## src/rtl/f1_ddr_lane_adapter.sv

```systemverilog
// Narrow (64-bit) AXI4 master to wide (512-bit) DDR AXI4 lane adapter.
// Writes are steered into the address-selected lane; reads extract the lane tracked per outstanding burst.
module f1_ddr_lane_adapter #(
    parameter int unsigned NARROW_W = 64,
    parameter int unsigned WIDE_W   = 512,
    parameter int unsigned S_ADDR_W = 32,
    parameter int unsigned M_ADDR_W = 64,
    parameter int unsigned ID_W     = 16,
    parameter int unsigned RD_DEPTH = 8
) (
    input  logic                  clock,
    input  logic                  reset,
    // narrow write address
    input  logic                  s_aw_valid,
    output logic                  s_aw_ready,
    input  logic [S_ADDR_W-1:0]   s_aw_bits_addr,
    input  logic [7:0]            s_aw_bits_len,
    input  logic [2:0]            s_aw_bits_size,
    input  logic [ID_W-1:0]       s_aw_bits_id,
    // narrow write data
    input  logic                  s_w_valid,
    output logic                  s_w_ready,
    input  logic [NARROW_W-1:0]   s_w_bits_data,
    input  logic [NARROW_W/8-1:0] s_w_bits_strb,
    input  logic                  s_w_bits_last,
    // narrow write response
    output logic                  s_b_valid,
    input  logic                  s_b_ready,
    output logic [1:0]            s_b_bits_resp,
    output logic [ID_W-1:0]       s_b_bits_id,
    // narrow read address
    input  logic                  s_ar_valid,
    output logic                  s_ar_ready,
    input  logic [S_ADDR_W-1:0]   s_ar_bits_addr,
    input  logic [7:0]            s_ar_bits_len,
    input  logic [2:0]            s_ar_bits_size,
    input  logic [ID_W-1:0]       s_ar_bits_id,
    // narrow read data
    output logic                  s_r_valid,
    input  logic                  s_r_ready,
    output logic [NARROW_W-1:0]   s_r_bits_data,
    output logic [1:0]            s_r_bits_resp,
    output logic                  s_r_bits_last,
    output logic [ID_W-1:0]       s_r_bits_id,
    // DDR write address
    output logic                  m_aw_valid,
    input  logic                  m_aw_ready,
    output logic [M_ADDR_W-1:0]   m_aw_bits_addr,
    output logic [7:0]            m_aw_bits_len,
    output logic [2:0]            m_aw_bits_size,
    output logic [1:0]            m_aw_bits_burst,
    output logic [ID_W-1:0]       m_aw_bits_id,
    // DDR write data
    output logic                  m_w_valid,
    input  logic                  m_w_ready,
    output logic [WIDE_W-1:0]     m_w_bits_data,
    output logic [WIDE_W/8-1:0]   m_w_bits_strb,
    output logic                  m_w_bits_last,
    output logic [ID_W-1:0]       m_w_bits_id,
    // DDR write response
    input  logic                  m_b_valid,
    output logic                  m_b_ready,
    input  logic [1:0]            m_b_bits_resp,
    input  logic [ID_W-1:0]       m_b_bits_id,
    // DDR read address
    output logic                  m_ar_valid,
    input  logic                  m_ar_ready,
    output logic [M_ADDR_W-1:0]   m_ar_bits_addr,
    output logic [7:0]            m_ar_bits_len,
    output logic [2:0]            m_ar_bits_size,
    output logic [1:0]            m_ar_bits_burst,
    output logic [ID_W-1:0]       m_ar_bits_id,
    // DDR read data
    input  logic                  m_r_valid,
    output logic                  m_r_ready,
    input  logic [WIDE_W-1:0]     m_r_bits_data,
    input  logic [1:0]            m_r_bits_resp,
    input  logic                  m_r_bits_last,
    input  logic [ID_W-1:0]       m_r_bits_id,
    output logic                  err
);

    localparam int unsigned LANES  = WIDE_W / NARROW_W;
    localparam int unsigned WSTRB  = WIDE_W / 8;
    localparam int unsigned OFF_W  = $clog2(NARROW_W / 8);
    localparam int unsigned LANE_W = $clog2(LANES);
    localparam int unsigned LO_W   = OFF_W + LANE_W;
    localparam int unsigned LOG_NW = $clog2(NARROW_W);
    localparam int unsigned PTR_W  = (RD_DEPTH > 1) ? $clog2(RD_DEPTH) : 1;
    localparam int unsigned CNT_W  = $clog2(RD_DEPTH + 1);
    localparam logic [1:0]  INCR   = 2'b01;

    typedef enum logic {W_IDLE, W_DATA} wr_state_e;

    typedef struct packed {
        logic [ID_W-1:0] id;
        logic [LO_W-1:0] off;
        logic [2:0]      size;
    } rd_ent_t;

    // ---------------- write path ----------------
    wr_state_e         wr_state_q, wr_state_d;
    logic [LO_W-1:0]   wr_addr_q, wr_addr_d;
    logic [2:0]        wr_size_q, wr_size_d;
    logic [ID_W-1:0]   wr_id_q, wr_id_d;
    logic              aw_hs;
    logic [LANE_W-1:0] wr_lane;

    always_comb begin
        wr_state_d = wr_state_q;
        wr_addr_d  = wr_addr_q;
        wr_size_d  = wr_size_q;
        wr_id_d    = wr_id_q;
        m_aw_valid = 1'b0;
        s_aw_ready = 1'b0;
        m_w_valid  = 1'b0;
        s_w_ready  = 1'b0;
        aw_hs      = 1'b0;
        if (!reset) begin
            unique case (wr_state_q)
                W_IDLE: begin
                    m_aw_valid = s_aw_valid;
                    s_aw_ready = m_aw_ready;
                    aw_hs      = s_aw_valid && m_aw_ready;
                    if (aw_hs) begin
                        wr_state_d = W_DATA;
                        wr_addr_d  = s_aw_bits_addr[LO_W-1:0];
                        wr_size_d  = s_aw_bits_size;
                        wr_id_d    = s_aw_bits_id;
                    end
                end
                W_DATA: begin
                    m_w_valid = s_w_valid;
                    s_w_ready = m_w_ready;
                    if (s_w_valid && m_w_ready) begin
                        wr_addr_d = wr_addr_q + ({{(LO_W-1){1'b0}}, 1'b1} << wr_size_q);
                        if (s_w_bits_last) wr_state_d = W_IDLE;
                    end
                end
            endcase
        end
    end

    always_ff @(posedge clock) begin
        if (reset) begin
            wr_state_q <= W_IDLE;
            wr_addr_q  <= '0;
            wr_size_q  <= '0;
            wr_id_q    <= '0;
        end else begin
            wr_state_q <= wr_state_d;
            wr_addr_q  <= wr_addr_d;
            wr_size_q  <= wr_size_d;
            wr_id_q    <= wr_id_d;
        end
    end

    assign wr_lane         = wr_addr_q[LO_W-1:OFF_W];
    assign m_aw_bits_addr  = M_ADDR_W'(s_aw_bits_addr);
    assign m_aw_bits_len   = s_aw_bits_len;
    assign m_aw_bits_size  = s_aw_bits_size;
    assign m_aw_bits_burst = INCR;
    assign m_aw_bits_id    = s_aw_bits_id;
    assign m_w_bits_data   = {LANES{s_w_bits_data}};
    assign m_w_bits_strb   = WSTRB'(s_w_bits_strb) << {wr_lane, {OFF_W{1'b0}}};
    assign m_w_bits_last   = s_w_bits_last;
    assign m_w_bits_id     = wr_id_q;

    assign s_b_valid     = !reset && m_b_valid;
    assign m_b_ready     = !reset && s_b_ready;
    assign s_b_bits_resp = m_b_bits_resp;
    assign s_b_bits_id   = m_b_bits_id;

    // ---------------- read path ----------------
    rd_ent_t           fifo_q [RD_DEPTH];
    logic [PTR_W-1:0]  wr_ptr_q, rd_ptr_q;
    logic [CNT_W-1:0]  cnt_q;
    logic [LO_W-1:0]   rd_off_q;
    logic              err_q;
    rd_ent_t           head;
    logic              empty, can_push, ar_hs, r_hs, r_last_hs;
    logic [LO_W-1:0]   rd_addr;
    logic [LANE_W-1:0] rd_lane;

    assign empty     = (cnt_q == '0);
    assign head      = fifo_q[rd_ptr_q];
    assign m_r_ready = !reset && s_r_ready && !empty;
    assign s_r_valid = !reset && m_r_valid && !empty;
    assign r_hs      = m_r_valid && m_r_ready;
    assign r_last_hs = r_hs && m_r_bits_last;
    // A last-beat pop frees a slot in the same cycle, so a full FIFO can still accept.
    assign can_push   = (cnt_q < CNT_W'(RD_DEPTH)) || r_last_hs;
    assign m_ar_valid = !reset && s_ar_valid && can_push;
    assign s_ar_ready = !reset && m_ar_ready && can_push;
    assign ar_hs      = s_ar_valid && s_ar_ready;

    assign rd_addr       = head.off + rd_off_q;
    assign rd_lane       = rd_addr[LO_W-1:OFF_W];
    assign s_r_bits_data = m_r_bits_data[{rd_lane, {LOG_NW{1'b0}}} +: NARROW_W];
    assign s_r_bits_resp = m_r_bits_resp;
    assign s_r_bits_last = m_r_bits_last;
    assign s_r_bits_id   = m_r_bits_id;

    assign m_ar_bits_addr  = M_ADDR_W'(s_ar_bits_addr);
    assign m_ar_bits_len   = s_ar_bits_len;
    assign m_ar_bits_size  = s_ar_bits_size;
    assign m_ar_bits_burst = INCR;
    assign m_ar_bits_id    = s_ar_bits_id;

    always_ff @(posedge clock) begin
        if (ar_hs) fifo_q[wr_ptr_q] <= '{id: s_ar_bits_id, off: s_ar_bits_addr[LO_W-1:0], size: s_ar_bits_size};
    end

    always_ff @(posedge clock) begin
        if (reset) begin
            wr_ptr_q <= '0;
            rd_ptr_q <= '0;
            cnt_q    <= '0;
            rd_off_q <= '0;
            err_q    <= 1'b0;
        end else begin
            if (ar_hs) wr_ptr_q <= (wr_ptr_q == PTR_W'(RD_DEPTH - 1)) ? '0 : wr_ptr_q + PTR_W'(1);
            if (r_last_hs) begin
                rd_ptr_q <= (rd_ptr_q == PTR_W'(RD_DEPTH - 1)) ? '0 : rd_ptr_q + PTR_W'(1);
                rd_off_q <= '0;
            end else if (r_hs) begin
                rd_off_q <= rd_off_q + ({{(LO_W-1){1'b0}}, 1'b1} << head.size);
            end
            if (ar_hs && !r_last_hs) cnt_q <= cnt_q + CNT_W'(1);
            else if (!ar_hs && r_last_hs) cnt_q <= cnt_q - CNT_W'(1);
            if ((aw_hs && s_aw_bits_size > 3'd3) || (ar_hs && s_ar_bits_size > 3'd3) ||
                (m_r_valid && empty) || (r_hs && m_r_bits_id != head.id))
                err_q <= 1'b1;
        end
    end

    assign err = err_q;

endmodule

```

## config.mk

```make
export PLATFORM = sky130hd
export DESIGN_NAME = f1_ddr_lane_adapter
export DESIGN_NICKNAME = d
export VERILOG_FILES = /design/src/rtl/f1_ddr_lane_adapter.sv
export SDC_FILE = /design/constraint.sdc
export NUM_CORES = 1
export LEC_CHECK = 0
export BUFFER_PORTS_ARGS = -buffer_cell sky130_fd_sc_hd__buf_2
export CAP_MARGIN = 30
export CORE_AREA = 2 2 635 637
export CTS_BUF_LIST = sky130_fd_sc_hd__clkbuf_2
export DETAILED_ROUTE_END_ITERATION = 6
export DIE_AREA = 0 0 637 639
export PLACE_DENSITY = 0.3
export SYNTH_ARGS = -nofsm -noshare
export SYNTH_HDL_FRONTEND = slang
export SYNTH_SLANG_ARGS = --single-unit
```

## constraint.sdc

```tcl
create_clock -name clock -period 6.6 [get_ports clock]
set_input_delay 1.32 -clock clock [delete_from_list [all_inputs] [get_ports clock]]
set_output_delay 1.32 -clock clock [all_outputs]
set_load 0.02 [all_outputs]
```

==> impl_results.md <==
* Status: finished, violations left
* Failing checks: design-rule violations
* PD cells at 144.9 nW/µm²
* DR iter-0 viols at 1499
* Share of the synthesized area in the top cell type at between 20 and 30%
* F_max at 154.8 MHz
* First-pass detailed-route iteration total at 7
* Hold_buf cts at 0
* IO buf count at about 820
* Total gr overflow at 0
* Arr. time, crit path at 5.14 ns
* WL/cell at 31.50 µm
* Die X-Extent at 637 µm
* Relative slew slack at a little under a third
* Gpl congestion at 0.9094
* Synth cell types at 49
* Post-placement cell count at 7544
* Area leader, netlist: edfxtp_1
* Routed Antenna Nets at 0
* Startpoint Class: flip-flop
* Clk_lat worst skew at between 0.9 and 1 ns
* TritonCTS buffer count at 73
* Syn avg cell area at 9.759 µm²
* CTS Sinks at 246
* Initial antenna violation count at 207
* RSZ-0062 raised after global routing: true
* Area contributors post-synth: edfxtp_1, buf_4, nor4b_1
* Tot GR Track Use at about 11%
* VDD IR-drop max at 0.00008335 V
* Largest net degree at the start of global routing at between 50 and 60
* Hold Path Cell Cnt at 2
* Finished Layout Cells at between 7k and 8k
* Top Ports at 1643
* # rows at 233
* Tmin final at between 6 and 7 ns
* Clock skew at 0.07173 ns
* CTS tree: yes
* CP Class: flip-flop to output pin
* Post-place instance area at 27490 µm²
* CTS Root Cell: clkbuf_2
* Seq/Total Area, Yosys at 32.75%
* Post-synth EDFFs at 200
* Seq pwr share at 39.0%
* Htree depth at 3
* Vias per cell at 2.521
* Ys Warns at 0
* Setup WS post-layout at 0.1410 ns
* Hold/Removal Path Class: flip-flop to flip-flop
* Final setup fails at 0
* Core area at between 400000 and 500000 µm²
* Cell-internal power at 2.758 mW
* Fin area at between 30000 and 40000 µm²
* Cell area after synthesis at 21150 µm²
* R2R depth at 15
* Total Wirelength at 246.2 mm
* Net load switching power at 1.636 mW
* Critical path endpoint category: output pin
* Final Slew Violations at 0
* DP HPWL at 210.4 mm
* DRC Markers at 5
* Pre-CTS setup slack at 0.3196 ns
* Hold slack at between 0.4 and 0.5 ns
* Comb power frac at 32.8%
* #FFs+latches synth at about 250
* Leak at 9.747 nW
* Sw Share at 37.24%
* Area grow syn2layout at 43.41%
* CTS clock-pin slew for the worst setup and hold paths at 0.10 ns
* CP max stage cell: nand4_1
* Clock Power Share at between 20% and 30%
* First-pass GRT wire length at 282.7 mm
* Period utilisation layout at 97.86%
* Filler cell count at 46.81k
* CP cell instances: buf_6, mux4_2, mux2_4, ha_4, a21o_1, buf_4, a31oi_4, buf_12, mux2_8, a31oi_4, nand4_1, buf_12
* Ys async rst share at 0%
* Die Span Y at around 640 µm
* Critical Path Fanout Max at 26
* Setup TNS Final at 0 ns
* Pwr Total at 4.394 mW
* Synth Flop Type: edfxtp_1
* Vias at 19.70k
* Worst endpoint required time at 5.28 ns
* Hold path startpoint: m_w_bits_id[0]
* Initial Util at 5.276%
* Pin slew with the least headroom to its limit at 1.040 ns
* # nets final at 3165
* Die area at 407000 µm²
* Gate Count Post-Synth at 2167
* Max-cap violation count at 0
* CP max stage delay at 0.61 ns
* Final hold vios at 0
* Clock Tree Buf Depth at 3
* Vias in the first global route at ~19k
* Share of layout cells above drive strength 1 at about half
* Fin util at 7.566%
[layout by cell type, fill, tap and decap left out, types with 4 or more instances in the layout]
cell         n
nor2b_1      4
nor4b_2     24
nor3_1       5
nor2_2       5
mux2i_1     29
a21o_1       4
buf_6       35
clkbuf_16    6
nand4_1     69
nor2_1      31
edfxtp_1   200
xnor2_1      9
a31oi_2     30
buf_2      779
and3b_1      5
a31oi_4     26
a211oi_1     4
ha_1        17
nor3_2       4
mux4_2      49
nor3b_1     10
and2_1      68
buf_4       94
buf_12      50
a21oi_1     43
xor2_1      20
buf_16      15
nor4b_1    231
a31oi_1    203
conb_1      68
clkbuf_2   100
clkinv_1    18
dfxtp_1     43
nand2_1     60
nand2b_1     7
mux2_2       4
inv_1        4
diode_2     86
[Yosys cell counts (all sizes together), types with 5 or more instances]
cell type	instances
nand2	61
nor3	10
a31oi	259
nor2	38
inv	5
mux4	49
buf	799
ha	21
xor2	22
edfxtp	200
nand2b	7
nor3b	10
mux2i	31
and3b	5
xnor2	10
nor4b	256
dfxtp	46
a21oi	44
nand4	69
clkbuf	106
and2	68
mux2	8
[power by group through the flow]
stage,sequential [mW],combinational (mW),clock (mW)
floorplan,1.75,1.07,0
global placement,1.75,1.34,0
detailed placement,1.75,1.34,0
CTS,1.71,1.42,1.32
global route,1.72,1.54,1.40
finish,1.71,1.44,1.24
[what timing repair did]
| item | 4_1_cts | 5_1_grt |
|---|---|---|
| buffers inserted | 20 | 19 |
| resized for setup | 77 | 122 |
| pin swaps | 16 | 38 |
| setup endpoints to repair | 64 | 59 |
| gates cloned | 11 | 8 |
[routing by layer]
| metal | track usage [%] | wire, µm |
|---|---|---|
| met5 | 1.146 | 984 |
| met4 | 3.892 | 11060 |
| met3 | 7.126 | 35020 |
| met2 | 19.82 | 120300 |
| met1 | 10.58 | 78780 |
[critical path, delay by kind of cell (launching register included)]
family | cells | cell delay (ns)
multiplexers | 3 | 1.31
buffers and inverters | 4 | 0.92
AO/OA/AOI/OAI | 3 | 0.64
AND/OR/NAND/NOR | 1 | 0.61
flip-flops | 1 | 0.42
adder cells (fa/ha/maj) | 1 | 0.16
[layout make-up]
class                           count  area (µm²)  area share, %
Multi-Input combinational cell   1079        9156          30.19
Sequential cell                   246        6933          22.86
Timing Repair Buffer              984        6683          22.03
Tap cell                         5287        6615          21.81
Clock buffer                      100       500.5          1.650
Antenna cell                       86       215.2         0.7096
Clock inverter                     28       202.7         0.6683
Inverter                            5       22.52        0.07426
[cells by family after synthesis]
family	count (synthesis)	synth area share (%)
fa+ha+maj	24	1.526
compound gates	321	9.401
other cells	2	0.03551
simple gates	544	18.01
buf+inv	910	29.82
xor+xnor	32	1.325
mux	88	7.129
flops	246	32.75
[path summary, 6_finish.rpt]
check | end | slack (ns)
setup reg to reg | rd_off_q[5] | 2.18
hold reg to reg | m_w_bits_id[0] | 0.46
hold / removal | m_w_bits_id[0] | 0.46
setup / recovery | s_r_bits_data[27] | 0.14
[registers in the layout, indices dropped and copies added, names as in the netlist, named ones only]
| signal | cells |
|---|---|
| cnt_q | 4 |
| err | 1 |
| fifo_q | 200 |
| m_w_bits_id | 16 |
| rd_off_q | 6 |
| rd_ptr_q | 3 |
| wr_addr_q | 6 |
| wr_ptr_q | 3 |
| wr_size_q | 3 |
| wr_state_q | 1 |
No activity file was read; power rests on OpenSTA's default activity.
